==> config.mk <==
export PLATFORM = sky130hd
export DESIGN_NAME = gcd_engine
export DESIGN_NICKNAME = d
export VERILOG_FILES = /design/src/rtl/gcd_pkg.sv /design/src/rtl/gcd_step.sv /design/src/rtl/gcd_engine.sv
export SDC_FILE = /design/constraint.sdc
export NUM_CORES = 1
export LEC_CHECK = 0
export CAP_MARGIN = 20
export CORE_MARGIN = 3
export CORE_UTILIZATION = 56
export DETAILED_ROUTE_END_ITERATION = 6
export GPL_ROUTABILITY_DRIVEN = 0
export PLACE_DENSITY = 0.84
export SYNTH_ARGS = -nofsm -noshare
export SYNTH_HDL_FRONTEND = slang
export SYNTH_SLANG_ARGS = --single-unit
==> constraint.sdc <==
create_clock -name clk -period 5.1 [get_ports clk]
set_clock_uncertainty 0.15 [all_clocks]
set_input_delay 1.02 -clock clk [delete_from_list [all_inputs] [get_ports clk]]
set_output_delay 1.02 -clock clk [all_outputs]
set_load 0.01 [all_outputs]
==> src/rtl/gcd_pkg.sv <==
// gcd_pkg: shared state encoding and default operand width for the GCD engine.
package gcd_pkg;

  // Default operand/result width
  localparam int GCD_WIDTH_DEF = 5;

  // FSM state encoding
  typedef enum logic [1:0] {
    ST_IDLE = 2'b00,
    ST_CALC = 2'b01,
    ST_DONE = 2'b10
  } gcd_state_e;

endpackage : gcd_pkg

==> src/rtl/gcd_step.sv <==
// gcd_step: one combinational step of subtractive Euclid.
// When either operand is zero the step reports completion and the gcd
// (a|b covers gcd(0,b)=b, gcd(a,0)=a and gcd(0,0)=0). Otherwise the larger
// operand is reduced by the smaller; the compare guards the subtraction so it
// never underflows.
module gcd_step
  import gcd_pkg::*;
#(
  parameter int WIDTH = GCD_WIDTH_DEF
) (
  input  logic [WIDTH-1:0] a_i,
  input  logic [WIDTH-1:0] b_i,
  output logic [WIDTH-1:0] next_a_o,
  output logic [WIDTH-1:0] next_b_o,
  output logic             zero_hit_o,
  output logic [WIDTH-1:0] gcd_val_o
);

  // Compare/subtract datapath for a single Euclid iteration
  always_comb begin
    next_a_o   = a_i;
    next_b_o   = b_i;
    zero_hit_o = (a_i == {WIDTH{1'b0}}) || (b_i == {WIDTH{1'b0}});
    gcd_val_o  = a_i | b_i;
    if (zero_hit_o) begin
      next_a_o = a_i;
      next_b_o = b_i;
    end else if (a_i >= b_i) begin
      next_a_o = a_i - b_i;
    end else begin
      next_b_o = b_i - a_i;
    end
  end

endmodule : gcd_step

==> src/rtl/gcd_engine.sv <==
// gcd_engine: multi-cycle subtractive-Euclid GCD with valid/ready handshakes.
// IDLE accepts operands, CALC runs one gcd_step per cycle, DONE holds the
// result until the consumer takes it. clear is a synchronous abort with
// priority over every transition; reset is asynchronous, active-high.
// Optional feature: define GCD_CYCLE_COUNT_EN to add the 'cycles' port, a
// saturating count of CALC cycles for the last/current job.
module gcd_engine
  import gcd_pkg::*;
#(
  parameter int WIDTH = GCD_WIDTH_DEF,
  parameter int CNT_W = WIDTH + 1
) (
  input  logic             clk,
  input  logic             reset,
  input  logic             clear,
  input  logic             in_valid,
  output logic             in_ready,
  input  logic [WIDTH-1:0] a_in,
  input  logic [WIDTH-1:0] b_in,
  output logic             out_valid,
  input  logic             out_ready,
  output logic [WIDTH-1:0] result,
  output logic             busy
`ifdef GCD_CYCLE_COUNT_EN
  ,
  output logic [CNT_W-1:0] cycles
`endif
);

  // Reject configurations the datapath and counter cannot represent
  if (WIDTH < 2) begin : g_bad_width
    $error("gcd_engine: WIDTH must be at least 2");
  end
  if (CNT_W < WIDTH + 1) begin : g_bad_cnt_w
    $error("gcd_engine: CNT_W must hold 2**WIDTH");
  end

  gcd_state_e       state_q, state_d;
  logic [WIDTH-1:0] a_q, a_d;
  logic [WIDTH-1:0] b_q, b_d;
  logic [WIDTH-1:0] result_q, result_d;

  logic [WIDTH-1:0] step_a_s;
  logic [WIDTH-1:0] step_b_s;
  logic             step_zero_s;
  logic [WIDTH-1:0] step_gcd_s;

  gcd_step #(
    .WIDTH (WIDTH)
  ) u_step (
    .a_i        (a_q),
    .b_i        (b_q),
    .next_a_o   (step_a_s),
    .next_b_o   (step_b_s),
    .zero_hit_o (step_zero_s),
    .gcd_val_o  (step_gcd_s)
  );

  // Next-state and datapath update; clear overrides every transition
  always_comb begin
    state_d  = state_q;
    a_d      = a_q;
    b_d      = b_q;
    result_d = result_q;
    if (clear) begin
      state_d  = ST_IDLE;
      a_d      = {WIDTH{1'b0}};
      b_d      = {WIDTH{1'b0}};
      result_d = {WIDTH{1'b0}};
    end else begin
      case (state_q)
        ST_IDLE: begin
          if (in_valid) begin
            a_d     = a_in;
            b_d     = b_in;
            state_d = ST_CALC;
          end else begin
            state_d = ST_IDLE;
          end
        end
        ST_CALC: begin
          if (step_zero_s) begin
            result_d = step_gcd_s;
            state_d  = ST_DONE;
          end else begin
            a_d = step_a_s;
            b_d = step_b_s;
          end
        end
        ST_DONE: begin
          if (out_ready) begin
            state_d = ST_IDLE;
          end else begin
            state_d = ST_DONE;
          end
        end
        default: begin
          state_d = ST_IDLE;
        end
      endcase
    end
  end

  // State, operand and result registers
  always_ff @(posedge clk or posedge reset) begin
    if (reset) begin
      state_q  <= ST_IDLE;
      a_q      <= {WIDTH{1'b0}};
      b_q      <= {WIDTH{1'b0}};
      result_q <= {WIDTH{1'b0}};
    end else begin
      state_q  <= state_d;
      a_q      <= a_d;
      b_q      <= b_d;
      result_q <= result_d;
    end
  end

  // Handshake and status flags decode straight from the state register
  assign in_ready  = (state_q == ST_IDLE);
  assign out_valid = (state_q == ST_DONE);
  assign busy      = (state_q == ST_CALC);
  assign result    = result_q;

`ifdef GCD_CYCLE_COUNT_EN
  logic [CNT_W-1:0] cnt_q, cnt_d;

  // Cycle counter: zeroed on capture, +1 per CALC cycle, sticks at all-ones
  always_comb begin
    cnt_d = cnt_q;
    if (clear) begin
      cnt_d = {CNT_W{1'b0}};
    end else if ((state_q == ST_IDLE) && in_valid) begin
      cnt_d = {CNT_W{1'b0}};
    end else if ((state_q == ST_CALC) && (cnt_q != {CNT_W{1'b1}})) begin
      cnt_d = cnt_q + {{(CNT_W-1){1'b0}}, 1'b1};
    end else begin
      cnt_d = cnt_q;
    end
  end

  // Cycle counter register
  always_ff @(posedge clk or posedge reset) begin
    if (reset) begin
      cnt_q <= {CNT_W{1'b0}};
    end else begin
      cnt_q <= cnt_d;
    end
  end

  assign cycles = cnt_q;
`endif

endmodule : gcd_engine

==> flow_metrics.tcl, run 1 <==
set metrics [dict create \
    postCtsResizedCells 0 \
    crit_slowest_cell "clkdlybuf4s50_1" \
    port_buffers 22 \
    initial_core_util_pct 59.6 \
    cts.sink_count 17 \
    r2r_start "a_q[1]" \
    dieArea_um2 3020 \
    synth_top_family_by_area "compound AO/OA/AOI/OAI gates" \
    ir_worst_vdd_mv 0.253 \
    p_sw_uw 283 \
    grt_use_total_pct 22.0 \
    yosysWarnings 0 \
    wl_per_cell_um 15.8 \
    synth_edf_count 0 \
    worst_pin_slew_ns 0.661 \
    maxSlewHeadroom_pct 55.9 \
    rr_worst_depth 7 \
    holdPathEnd "result[4]" \
    grt_overflow 0 \
    final_layout_size_suffix_gt1_share_pct 9.94 \
    synth_fa_ha_area_share_pct 16.0 \
    diodes 0 \
    dieWidth_um 55.0 \
    combPwrFrac_pct 59.0 \
    use_met2_pct 39.6 \
    avgSynthCellArea_um2 9.74 \
    grt_start_max_net_pins 18 \
    io_pins 23 \
    dpl-instance-area_um2 1590 \
    synth_compound_area_share_pct 25.7 \
    drt-total-wl_mm 2.99 \
    layout_common_cells "clkdlybuf4s50_1 (22), inv_1 (17), dfrtp_1 (17)" \
    syn_nets 169 \
    cts-root-buf "clkbuf_4" \
    drtAntennaViolNets 0 \
    power_density_nw_per_um2 400 \
    worstHoldStart "result[4]" \
    hold_class "flip-flop to flip-flop" \
    p_seq_share_pct 29.5 \
    fp.dieH_um 55.0 \
    arrival_ns 2.06 \
    core_area_um2 2250 \
    sw_frac_of_total_pct 43.9 \
    mostFrequentLayoutCell "clkdlybuf4s50_1" \
    layout.cells.non_filler 189 \
    synth_flop_cell "dfrtp_1" \
    via_count 1099 \
    clkTransAtPathRegs_ns 0.10 \
    ys_seq_area_share_pct 31.7 \
    antenna_found_initial 0 \
    min_period_ns 3.23 \
    grt_util_met1_pct 27.0 \
    path_class "flip-flop to output pin" \
    vias_per_cell 5.81 \
    area_growth_pct 19.9 \
    synthCells 138 \
    dpl.cell_count 185 \
    synth_xor_area_share_pct 2.61 \
    clockBufferDepth 2 \
    status "completed" \
    worst_path_largest_cell_delay_ns 0.61 \
    cp-end-kind "output pin" \
    h-tree-depth 1 \
    cts_setup_buffers 0 \
    path_cells "nand2b_1 -> inv_2 -> clkdlybuf4s50_1" \
    hold_viol 0 \
    setup_viol 0 \
    rsz0062_at_grt "no" \
    ys_seq_elements 17 \
    dr.pass1.iters 5 \
    fmax_ghz 0.309 \
    async_flop_share_pct 100 \
    maxSlewViolCount 0 \
    synth_cell_type_count 38 \
    worst-r2r-setup-slack_ns 2.56 \
    busiest_layer "met2" \
    critPathRequiredTime_ns 3.93 \
    rows 17 \
    fillers 187 \
    cts_tree "yes" \
    p_int_uw 361 \
    power.share.clock_pct 11.5 \
    p_leak_uw 0.000709 \
    tns_ns 0 \
    finalCritPeriodShare_pct 63.4 \
    dp.final_hpwl_mm 2.42 \
    holdWs_ns 0.410 \
    cts_buffers 3 \
    max-cap-violations 0 \
    synthMuxAreaShare_pct 4.47 \
    clkLatencyLatePin_ns 0.30 \
    finalInstanceArea_um2 1610 \
    hold_buffers 0 \
    synth_simple_gate_area_share_pct 13.2 \
    nets 193 \
    grt_use_met3_pct 4.02 \
    critPathLaunchType "flip-flop" \
    grt_pass1_wl_mm 4.72 \
    crit_fanout 14 \
    whs_path_depth 2 \
    dr.first_iter.drc_count 36 \
    rr_endpoint "a_q[4]" \
    synth_area_um2 1340 \
    drc 0 \
    first_global_vias 1064 \
]
[cell usage after synthesis (all sizes together), types with 5 or more instances]
master	number	area, um^2
a211oi	5	57.6
nor2	14	68.8
ha	14	175
mux2i	6	60.1
nand2	5	18.8
o2bb2ai	7	61.3
dfrtp	17	425
inv	19	71.3
a21oi	11	58.8
[layout make-up]
cell class,instances,area [um^2],share of cell area [%]
Sequential cell,17,425,26.4
Tap cell,28,35.0,2.17
Clock buffer,4,26.3,1.63
Timing Repair Buffer,22,220,13.7
Inverter,19,71.3,4.43
Multi-Input combinational cell,99,833,51.7
[power by group through the flow]
stage	Combinational [uW]	Clock [uW]	Sequential, uW
floorplan	275	0	188
global placement	357	0	191
detailed placement	374	0	192
CTS	378	74.9	190
global route	417	82.3	193
finish	380	74.1	190
[critical path: cells and delay by family (launching register included)]
family        cells  cell delay (ns)
simple gates      1             0.38
buf+inv           2             0.98
flops             1             0.40
[layer usage]
layer  vias up  routed length [um]
li1        531                   -
met1       517                1190
met2        46                1540
met3         5                 229
met4         0                  31
met5         -                   0
[state kept, by name, indices dropped and copies added, names as in the netlist]
signal and flops:
state_q 2, result 5, b_q 5, a_q 5
[logic make-up after synthesis]
| logic type | count (synthesis) |
|---|---|
| DFF | 17 |
| muxes | 6 |
| xor gates and xnor gates | 4 |
| AOI/OAI and AO/OA | 42 |
| and+or+nand+nor | 31 |
| adders and majority gates | 16 |
| buffers and inverters | 22 |
[per-stage QoR]
| step | power [uW] | setup WS, ns | util [%] |
|---|---|---|---|
| after CTS | 643 | 1.88 | 71.5 |
| after floorplan | 463 | 2.95 | - |
| after detailed placement | 566 | 2.24 | 70.3 |
| after global placement | 548 | 2.26 | 70.3 |
| after global routing | 693 | 1.78 | 71.5 |
| final | 644 | 1.87 | 71.5 |
[worst max path at each step]
stage / start / slack, ns / to
6_report: state_q[1] / 1.87 / busy
5_1_grt: state_q[1] / 1.78 / busy
4_1_cts: state_q[1] / 1.88 / busy
3_5_place_dp: state_q[1] / 2.24 / busy
3_3_place_gp: state_q[1] / 2.26 / busy
2_1_floorplan: state_q[1] / 2.95 / busy
Power figures use the tool's default switching activity.
==> inputs of run 2 (changes only) <==
CORE_UTILIZATION = 47   (was 56)
PLACE_DENSITY = 0.75   (was 0.84)
clock period = 2.95 ns   (was 5.1 ns; I/O delays follow)
==> run 2 against run 1 <==
Die area up 17%. Highest routed layer unchanged. Non-clock buffer count up 2. Sequential share of layout area down 0.30 points. Largest power group unchanged. Wire length up 3.1%. Combinational power up 72%. Global-route usage down 2.8 points. Worst hold slack worse by 0.017 ns.
==> flow_metrics.tcl, run 2 (synthesized netlist as in run 1, its figures left out) <==
set metrics [dict create \
    max-cap-violations 0 \
    dp.final_hpwl_mm 2.50 \
    dieArea_um2 3540 \
    via_count 1093 \
    path_cells "nand2b_1 -> inv_2 -> clkdlybuf4s50_1" \
    hold_class "flip-flop to flip-flop" \
    grt_use_total_pct 19.1 \
    io_pins 23 \
    cts-root-buf "clkbuf_4" \
    hold_buffers 0 \
    postCtsResizedCells 0 \
    diodes 0 \
    fmax_ghz 0.402 \
    crit_fanout 14 \
    whs_path_depth 2 \
    timing.final.ws_setup_ns 0.464 \
    drt-total-wl_mm 3.08 \
    crit_buf_inv 2 \
    dr.pass1.iters 4 \
    crit_family "buffers and inverters" \
    p_leak_uw 0.000721 \
    arrival_ns 1.75 \
    layout_common_cells "clkdlybuf4s50_1 (22), inv_1 (17), dfrtp_1 (17)" \
    mostFrequentLayoutCell "clkdlybuf4s50_1" \
    clkLatencyLatePin_ns 0.30 \
    wl_per_cell_um 15.9 \
    antenna_found_initial 0 \
    worst_path_largest_cell_delay_ns 0.60 \
    rows 18 \
    pre_cts_ws_ns 0.471 \
    finalCritPeriodShare_pct 84.3 \
    fillers 225 \
    area_growth_pct 21.3 \
    cts_setup_buffers 0 \
    power_density_nw_per_um2 682 \
    rr_worst_depth 6 \
    cts.sink_count 17 \
    setup_viol 0 \
    core_area_um2 2590 \
    clockBufferDepth 2 \
    clkTransAtPathRegs_ns 0.11 \
    grt_start_max_net_pins 18 \
    first_global_vias 1124 \
    dr.first_iter.drc_count 61 \
    vias_per_cell 5.66 \
    cts_tree "yes" \
    cp.depth 3 \
    nets 195 \
    critPathRequiredTime_ns 2.21 \
    dieWidth_um 59.5 \
    path_class "flip-flop to output pin" \
    final_layout_size_suffix_gt1_share_pct 11.7 \
    initial_core_util_pct 51.9 \
    cp-end-kind "output pin" \
    drtAntennaViolNets 0 \
    min_period_ns 2.49 \
    cts_buffers 3 \
    grt_pass1_wl_mm 5.15 \
    layout.cells.non_filler 193 \
    worst_pin_slew_ns 0.670 \
    h-tree-depth 1 \
    maxSlewViolCount 0 \
    status "completed" \
    ir_worst_vdd_mv 0.471 \
    critPathLaunchType "flip-flop" \
    fp.dieH_um 59.5 \
    maxSlewHeadroom_pct 55.3 \
    grt_overflow 0 \
    port_buffers 22 \
    tns_ns 0 \
    hold_viol 0 \
    rsz0062_at_grt "no" \
    dpl.cell_count 189 \
    crit_slowest_cell "clkdlybuf4s50_1" \
    drc 0 \
]
run 2: changes by cell type in the layout (fill, tap and decap cells not counted), sizes merged:
cell    change
buf         +2
clkinv      +1
clkbuf      -1
run 2: per-layer routing:
| metal | global-route usage [%] | part of all wire, % | up-vias |
|---|---|---|---|
| li1 | - | - | 533 |
| met1 | 23.8 | 43 | 521 |
| met2 | 33.4 | 50 | 34 |
| met3 | 4.79 | 6.1 | 5 |
| met4 | 3.56 | 0.88 | 0 |
| met5 | 0 | 0 | - |
run 2: through the flow:
stage | hold WS [ns] | power [uW] | instance area [um^2] | util (%)
global placement | 0.354 | 959 | 1600 | 61.9
finish | 0.393 | 1110 | 1630 | 62.9
floorplan | 0.353 | 801 | 1340 | -
global route | 0.444 | 1200 | 1630 | 62.9
detailed placement | 0.373 | 981 | 1600 | 61.9
CTS | 0.399 | 1110 | 1630 | 62.9
run 2: worst reg2reg max path, stage by stage (launching register included):
cell and delay, ns:
dfrtp_1 0.47, inv_1 0.14, ha_1 0.35, nor3_1 0.31
a2111oi_0 0.15, o31ai_1 0.61, o2bb2ai_1 0.17
run 2: final cells by class:
cell class	instances	area, um^2	area share (%)
Tap cell	30	37.5	2.30
Clock buffer	3	22.5	1.38
Sequential cell	17	425	26.1
Timing Repair Buffer	24	235	14.4
Inverter	19	71.3	4.37
Multi-Input combinational cell	99	833	51.1
Clock inverter	1	5.00	0.307
run 2: path summary, 6_finish.rpt:
| kind | from | end | slack [ns] |
|---|---|---|---|
| max | state_q[1] | busy | 0.46 |
| min | result[4] | result[4] | 0.39 |
| max reg2reg | a_q[1] | b_q[3] | 0.48 |
| min reg2reg | result[4] | result[4] | 0.39 |
| max in group asynchronous | reset | b_q[1] | 1.70 |
| min in group asynchronous | reset | state_q[0] | 0.52 |
run 2: power breakdown:
group          switching (uW)  total (uW)  leakage [uW]  internal [uW]
Combinational             355         653      0.000474            298
Sequential               52.4         330      0.000229            277
Clock                    78.3         129     0.0000177           50.6
==> inputs of run 3 (changes only) <==
CORE_UTILIZATION = 52   (was 47)
PLACE_DENSITY = 0.79   (was 0.75)
clock period = 2.3 ns   (was 2.95 ns; I/O delays follow)
==> run 3 against run 2 <==
Non-clock buffer count grew 12. First-iteration DRC count is 62% lower. Via count grew 7.5%. Sequential cell count unchanged. Clock-buffer cell count increased by 1. Global-route usage rose by 1.9 points. Worst setup slack worse by 0.38 ns. Die area down 8.7%.
==> flow_metrics.tcl, run 3 (synthesized netlist as in run 1, its figures left out) <==
set metrics [dict create \
    maxSlewHeadroom_pct 53.2 \
    fmax_ghz 0.450 \
    ir_worst_vdd_mv 0.563 \
    area_growth_pct 29.2 \
    crit_buf_inv 1 \
    core_area_um2 2340 \
    p_total_uw 1530 \
    mostFrequentLayoutCell "clkdlybuf4s50_1" \
    fillers 167 \
    rows 17 \
    grt_use_total_pct 21.0 \
    cp-end-kind "flip-flop" \
    nets 207 \
    grt_overflow 0 \
    worst_path_largest_cell_delay_ns 0.43 \
    hold_viol 0 \
    dp.final_hpwl_mm 2.56 \
    vias_per_cell 5.79 \
    dr.pass1.iters 4 \
    io_pins 23 \
    path_cells "inv_1 -> ha_1 -> nor3_1 -> a2111o_1 -> a21oi_1 -> nor3b_2 -> o2bb2ai_1" \
    crit_slowest_cell "dfrtp_1" \
    grt_start_max_net_pins 18 \
    diodes 0 \
    dieWidth_um 56.8 \
    initial_core_util_pct 57.4 \
    layout_common_cells "clkdlybuf4s50_1 (22), inv_1 (17), dfrtp_1 (16)" \
    h-tree-depth 1 \
    wl_per_cell_um 16.0 \
    holdWs_ns 0.390 \
    status "completed" \
    drt-total-wl_mm 3.24 \
    dpl-instance-area_um2 1660 \
    critPathLaunchType "flip-flop" \
    antenna_found_initial 0 \
    cts-root-buf "clkbuf_4" \
    via_count 1175 \
    maxSlewViolCount 0 \
    crit_family "simple AND/OR/NAND/NOR gates" \
    port_buffers 22 \
    finalInstanceArea_um2 1740 \
    clockBufferDepth 2 \
    min_period_ns 2.22 \
    setup_viol 0 \
    hold_buffers 0 \
    finalCritPeriodShare_pct 96.5 \
    grt_pass1_wl_mm 5.31 \
    worst_pin_slew_ns 0.701 \
    dieArea_um2 3230 \
    clkTransAtPathRegs_ns 0.11 \
    drtAntennaViolNets 0 \
    final_layout_size_suffix_gt1_share_pct 19.4 \
    drc 0 \
    critPathRequiredTime_ns 2.36 \
    arrival_ns 2.28 \
    hold_class "flip-flop to flip-flop" \
    fp.dieH_um 56.8 \
    cts_buffers 3 \
    layout.cells.non_filler 203 \
    cts.sink_count 17 \
    clkLatencyLatePin_ns 0.29 \
    cts_tree "yes" \
    max-cap-violations 0 \
    final_util_pct 74.2 \
    dr.first_iter.drc_count 23 \
    crit_fanout 5 \
    p_leak_uw 0.000781 \
    path_class "flip-flop to flip-flop" \
    first_global_vias 1130 \
    power_density_nw_per_um2 880 \
    dpl.cell_count 195 \
]
## run 3: layout make-up
cell class	count	area [um^2]	share of cell area [%]
multi-input combinational	99	852	49.1
timing repair buffer	36	325	18.7
inverter	19	71.3	4.11
clock buffer	4	26.3	1.51
tap	28	35.0	2.02
sequential	17	427	24.6
## run 3: stage by stage
step	worst slack [ns]	TNS (ns)
6_report	0.0800	0
4_1_cts	0.0178	0
3_5_place_dp	-0.0243	-0.0641
2_1_floorplan	0.188	0
5_1_grt	-0.00176	-0.00176
3_3_place_gp	0.103	0
## run 3: path summary, 6_finish.rpt
kind | start | endpoint | slack (ns) | cells past startpoint
max in group asynchronous | reset | a_q[1] | 1.09 | 2
min in group asynchronous | reset | result[4] | 0.41 | 2
worst min-delay path | result[4] | result[4] | 0.39 | 2
worst max register to register | b_q[2] | b_q[0] | 0.08 | 7
worst max-delay path | b_q[2] | b_q[0] | 0.08 | 7
worst min register to register | result[4] | result[4] | 0.39 | 2
## run 3: report_power, final
part,leakage [uW],total [uW],internal (uW),switching [uW]
Clock,0.0000150,169,67.4,101
Sequential,0.000228,410,356,53.4
Combinational,0.000538,949,445,504
## run 3: repair_timing
action,CTS,global route
setup buffers,0,4
setup endpoints to repair,6,11
resized for setup,1,4
## run 3: worst register-to-register path: cells and delay by family, from the launching register on
family / cells / cell delay, ns
compound gates: 3 / 0.46
fa+ha+maj: 1 / 0.38
buf+inv: 1 / 0.08
flops: 1 / 0.43
simple gates: 2 / 0.64
## run 3: metal layers
layer  up-vias  part of all wire, %  wire, um  global-route usage (%)
li1        559                    -         -                       -
met1       563                   43      1400                    27.2
met2        45                   50      1610                    36.5
met3         8                  5.6       180                    2.99
met4         0                  1.5        48                    5.30
met5         -                    0         0                       0
